### src/rtl/button_debounce_fsm.sv
// rtl/button_debounce_fsm.sv - push-button debounce FSM driving an external interval timer
// Optional auto-repeat while held is built when DEBOUNCE_REPEAT_EN is defined.
module button_debounce_fsm #(
    parameter int REPEAT_DELAY = 63,
    parameter int REPEAT_RATE  = 13
) (
    input  logic clk,
    input  logic rst,
    input  logic btnIn,
    input  logic timerOut,
    output logic timerControl,
    output logic btnLevel,
    output logic btnPulse
);

    typedef enum logic [1:0] {
        IDLE,
        WAIT_PRESS,
        HELD,
        WAIT_RELEASE
    } state_t;

    state_t r_state;
    logic   r_s1;
    logic   r_s2;
    logic   r_timer_ctrl;
    logic   r_level;
    logic   r_pulse;

    generate
        if (REPEAT_DELAY < 0 || REPEAT_DELAY > 255 || REPEAT_RATE < 0 || REPEAT_RATE > 255) begin : g_param_check
            $error("repeat parameters must fit the 8-bit expiry counter");
        end
    endgenerate

`ifdef DEBOUNCE_REPEAT_EN
    localparam logic [7:0] DELAY_EFF = (REPEAT_DELAY == 0) ? 8'd1 : 8'(REPEAT_DELAY);
    localparam logic [7:0] RATE_EFF  = (REPEAT_RATE == 0)  ? 8'd1 : 8'(REPEAT_RATE);

    logic [7:0] r_rpt_cnt;
    logic       r_first;
    logic       w_expiry;
    logic [7:0] w_cnt_next;
    logic [7:0] w_target;

    // Only count expiries while the timer is really running; this masks a stale
    // timerOut left over from a WAIT_RELEASE bounce back into HELD.
    assign w_expiry   = timerOut & r_timer_ctrl;
    assign w_cnt_next = r_rpt_cnt + 8'd1;
    assign w_target   = r_first ? RATE_EFF : DELAY_EFF;
`endif

    always_ff @(posedge clk) begin
        if (rst) begin
            r_state      <= IDLE;
            r_s1         <= 1'b0;
            r_s2         <= 1'b0;
            r_timer_ctrl <= 1'b0;
            r_level      <= 1'b0;
            r_pulse      <= 1'b0;
`ifdef DEBOUNCE_REPEAT_EN
            r_rpt_cnt    <= 8'd0;
            r_first      <= 1'b0;
`endif
        end else begin
            r_s1    <= btnIn;
            r_s2    <= r_s1;
            r_pulse <= 1'b0;
            case (r_state)
                IDLE: begin
                    r_timer_ctrl <= 1'b0;
                    if (r_s2) begin
                        r_state      <= WAIT_PRESS;
                        r_timer_ctrl <= 1'b1;
                    end
                end
                WAIT_PRESS: begin
                    // A low sample beats a simultaneous expiry.
                    if (!r_s2) begin
                        r_state      <= IDLE;
                        r_timer_ctrl <= 1'b0;
                    end else if (timerOut) begin
                        r_state      <= HELD;
                        r_timer_ctrl <= 1'b0;
                        r_pulse      <= 1'b1;
                        r_level      <= 1'b1;
`ifdef DEBOUNCE_REPEAT_EN
                        r_rpt_cnt    <= 8'd0;
                        r_first      <= 1'b0;
`endif
                    end
                end
                HELD: begin
                    if (!r_s2) begin
                        r_state      <= WAIT_RELEASE;
                        r_timer_ctrl <= 1'b1;
`ifdef DEBOUNCE_REPEAT_EN
                        r_rpt_cnt    <= 8'd0;
                        r_first      <= 1'b0;
`endif
                    end else begin
`ifdef DEBOUNCE_REPEAT_EN
                        // Dropping enable for one cycle restarts the timer from zero.
                        r_timer_ctrl <= ~w_expiry;
                        if (w_expiry) begin
                            if (w_cnt_next == w_target) begin
                                r_pulse   <= 1'b1;
                                r_rpt_cnt <= 8'd0;
                                r_first   <= 1'b1;
                            end else begin
                                r_rpt_cnt <= w_cnt_next;
                            end
                        end
`else
                        r_timer_ctrl <= 1'b0;
`endif
                    end
                end
                WAIT_RELEASE: begin
                    if (r_s2) begin
                        r_state      <= HELD;
                        r_timer_ctrl <= 1'b0;
                    end else if (timerOut) begin
                        r_state      <= IDLE;
                        r_timer_ctrl <= 1'b0;
                        r_level      <= 1'b0;
                    end
                end
                default: begin
                    r_state      <= IDLE;
                    r_timer_ctrl <= 1'b0;
                end
            endcase
        end
    end

    assign timerControl = r_timer_ctrl;
    assign btnLevel     = r_level;
    assign btnPulse     = r_pulse;

endmodule

### config.mk
export PLATFORM = sky130hd
export DESIGN_NAME = button_debounce_fsm
export DESIGN_NICKNAME = d
export VERILOG_FILES = /design/src/rtl/button_debounce_fsm.sv
export SDC_FILE = /design/constraint.sdc
export NUM_CORES = 1
export LEC_CHECK = 0
export BUFFER_PORTS_ARGS = -buffer_cell sky130_fd_sc_hd__buf_2
export CORE_AREA = 2 2 39 41
export DETAILED_ROUTE_END_ITERATION = 8
export DIE_AREA = 0 0 41 43
export REMOVE_ABC_BUFFERS = 1
export SYNTH_ARGS = -nofsm -noshare
export SYNTH_HDL_FRONTEND = slang
export SYNTH_SLANG_ARGS = --single-unit
### constraint.sdc
create_clock -name clk -period 1 [get_ports clk]
set_input_delay 0.1 -clock clk [delete_from_list [all_inputs] [get_ports clk]]
set_output_delay 0.1 -clock clk [all_outputs]
set_load 0.005 [all_outputs]
### Word-level counts from Yosys, hierarchy flattened

Index checks and enable logic that the tools add are counted.
W data, S select, Z words.

* add/subtract/negate cells: 0
* multipliers: 0
* div/mod/pow operators: 0
* magnitude comparators: 0
* equal/unequal tests: 11
* shift operators: 0
* multiplexer cells: 19
* bitwise operators: 2
* reduce and logical (&&, ||, !) cells: 5

Operators by type and width (number)
* $mux W2: 6
* $ne A2 B2 Y1 const B: 6
* $mux W1: 10
* $pmux W2 S4: 1
* $ne A3 B3 Y1 const B: 2
* $reduce_and A5 Y1: 1
* $eq A2 B2 Y1 const B: 2
* $pmux W1 S4: 1
* $reduce_and A4 Y1: 1
* $reduce_or A3 Y1: 1
* $eq A2 B1 Y1 const B: 1
* $logic_not A2 Y1: 1
* $not A1 Y1: 2
* $pmux W1 S2: 1
* $reduce_bool A2 Y1: 1

* bits in registers: 7
* latch bits: 0
* RAM bits: 0
* bits in read-only memories: 0
* bits of input ports: 4
* output and inout bits: 3
* memories: 0

### Depth between registers and ports, before layout

* depth after elaboration: 3
* mapped depth: 2
* mapped depth without buffers: 2

### Worst setup path after synthesis

Ideal clock, no wire load.

* path type: reg2reg
* start point: register r_s2
* end point: register r_level, in the netlist btnLevel
* arrival time: 0.701 ns
* slack: 0.211 ns
* cell stages (with the launch flop): 3
* path buffers: 0
* clock period less this slack: 0.789 ns
* cells stage by stage: dfxtp_1 > and3b_1 > o32ai_2

* cells in the longest elaborated chain, start to end: 2
* elaborated cells between the ends (all ways): 3
* classes of those cells: eq/ne (2); reduce/logical (1)

RTL lines
* start: declaration: RTL line 25 `logic r_s2;`
* start signal: assignment: RTL line 67 `r_s2 <= r_s1;`
* $ne A2 B2 Y1 (no line)
* $reduce_and A5 Y1 (no line) (*)
* end signal: assignment: RTL line 59 `r_level <= 1'b0;`
* end signal: assignment: RTL line 86 `r_level <= 1'b1;`
* end signal: assignment: RTL line 126 `r_level <= 1'b0;`
* end: declaration: RTL line 27 `logic r_level;`

Mark *: on every way between the ends. The rest lies on a longest branch, timed or not.
A chain may end at the register's enable or synchronous reset.

### Final worst setup path

Same ends and word-level chain as after synthesis.

==> metrics.md <==
| Metric | Value |
|---|---|
| Status | `finished clean` |
| Reg2Reg Depth | `2` |
| Crit Path Max Fanout | `4` |
| TNS Setup | `0 ns` |
| Leak | `0.132 nW` |
| Routed Antenna Nets | `0` |
| Kind of start point of the critical path | `flop` |
| Most frequent cells in the layout | `dfxtp_1, buf_2, clkbuf_4` |
| Hold_ws | `0.0640 ns` |
| DRT Wirelength | `384 um` |
| Cell Area, Synth | `253 um2` |
| Die ar. | `1760 um2` |
| Final Setup Violations | `0` |
| Crit path largest cell delay | `0.36 ns` |
| CTS Sinks | `7` |
| Global-route wire length before repair | `669 um` |
| Vias per Instance | `3.73` |
| Number of synthesized flops with an enable pin | `0` |
| Register bit count reported by yosys | `7` |
| Dominant synthesized flop cell | `dfxtp_1` |
| TritonCTS clock tree | `built` |
| PwrDens | `1820 nW/um2` |
| CP Depth | `2` |
| Pin count of the biggest net entering global routing | `8` |
| Yosys warning total | `0` |
| Die width | `41 um` |
| Htree depth | `1` |
| FP Rows | `14` |
| Die height | `43 um` |
| IO Pins | `7` |
| Final hold violations | `0` |
| Initial Util | `0.183` |
| Tmin final | `0.830 ns` |
| Area delta synth->final | `30.2%` |
| Worst IR Drop VDD | `0.687 mV` |
| # hold bufs at CTS | `0` |
| Via count | `179` |
| Fmax | `1200 MHz` |
| Final layout net count | `37` |
| Core Box Area | `1380 um2` |
| Worst Hold Depth | `2` |
| Share of post-route cells with drive strength above 1 | `0.375` |
| Critical path, cell by cell | `and3b_1 -> o32ai_2` |
| CP endpoint kind | `flop` |
| Post-synth top area share | `0.554` |
| Clk pin slew, worst setup/hold paths | `0.05 ns` |
| Mapped Cells | `22` |
| Max-cap violations | `0` |
| Global route total overflow | `0` |
| FFs w/ async S/R, synth | `0` |
| Tightest Pin Transition | `0.247 ns` |
| Yosys top cell by area | `dfxtp_1` |
| Commonest non-fill, non-tap cell in the layout | `dfxtp_1` |
| Initial DRT Pass Iterations | `4` |
| Final worst path period share | `0.830` |
| Avg Cell Area, Syn | `11.5 um2` |
| Final slew viol count | `0` |
| Number of global-route vias before repair | `176` |
| Critical path class | `flop to flop` |
| Clock root buffer | `clkbuf_4` |
| Hold WC Path Type | `input pin to flop` |
| Post-synth top cells | `dfxtp_1, nor2b_1` |
| WP buf/inv | `0` |
| Delay-heaviest family, CP | `flip-flops` |
| Initial antenna violation count | `0` |
| Most numerous cell in the Yosys netlist | `dfxtp_1` |
| Unrepaired setup endpoints after global routing | `false` |
| Initial DRC Count | `4` |
| Antenna Cells | `0` |
| Setup bufs post-CTS | `0` |
| Netlist cell types | `15` |
| Worst EP arrival | `0.99 ns` |
| Maximum clock insertion buffer count | `2` |
| Synth top area cells | `dfxtp_1, o32ai_2, a211oi_2` |
| Clk Latency, worst-skew pair | `0.24 ns` |
| GRT Overall Usage | `0.0625` |
| # resized after CTS | `0` |
| Post-synthesis sequential area ratio | `0.554` |
| Clock buffer count from CTS | `3` |
| CP max stage cell | `dfxtp_1` |
| Fill cell count | `153` |
| Residual DRC | `0` |
| CP required | `1.16 ns` |
| Total power draw | `599 uW` |
| Post-Route Skew | `0.00135 ns` |
| GPL Wtd Cong | `0.682` |
| I/O Buffers | `6` |
| WL per Instance | `8.00 um` |
| Slew HR | `0.834` |
-- metrics by stage --
stage / setup slack (ns) / area (um2) / utilization / instances
6_report: 0.170 / 329 / 0.238 / 48
5_1_grt: 0.0977 / 329 / 0.238 / 48
3_5_place_dp: 0.183 / 303 / 0.219 / 44
2_1_floorplan: 0.211 / 253 / - / 22
3_3_place_gp: 0.202 / 303 / 0.219 / 44
4_1_cts: 0.161 / 329 / 0.238 / 48
-- per-layer routing --
layer,vias to the layer above,global-route usage,wire length (um)
met2,8,0.0813,151
met5,-,0,0
met4,0,0.0200,0
li1,100,-,-
met3,0,0.0785,42
met1,71,0.0586,189
-- final timing paths --
| path | start | end | slack [ns] |
|---|---|---|---|
| hold / removal | btnIn | r_s1 | 0.06 |
| setup reg to reg | r_s2 | btnLevel | 0.17 |
| hold reg to reg | r_s1 | r_s2 | 0.43 |
| setup / recovery | r_s2 | btnLevel | 0.17 |
-- power breakdown --
group | leakage (nW) | internal, mW | switching, mW
clock network | 0.0150 | 0.152 | 0.0944
logic | 0.0596 | 0.0276 | 0.0227
registers | 0.0572 | 0.293 | 0.00935
-- kinds of logic (layout without fill, tap and decap cells) --
family,after synthesis,after routing,synth area share
buf+inv,1,11,0.0148
xor+xnor,1,1,0.0347
flops,7,7,0.554
simple gates,7,7,0.168
compound gates,6,6,0.228
-- layout make-up --
class	count	area [um2]	area share
Inverter	1	3.75	0.0114
Multi-Input combinational cell	14	109	0.331
Tap cell	16	20.0	0.0608
Timing Repair Buffer	6	30.0	0.0913
Clock buffer	4	26.3	0.0798
Sequential cell	7	140	0.426
Power figures use the tool's default switching activity.
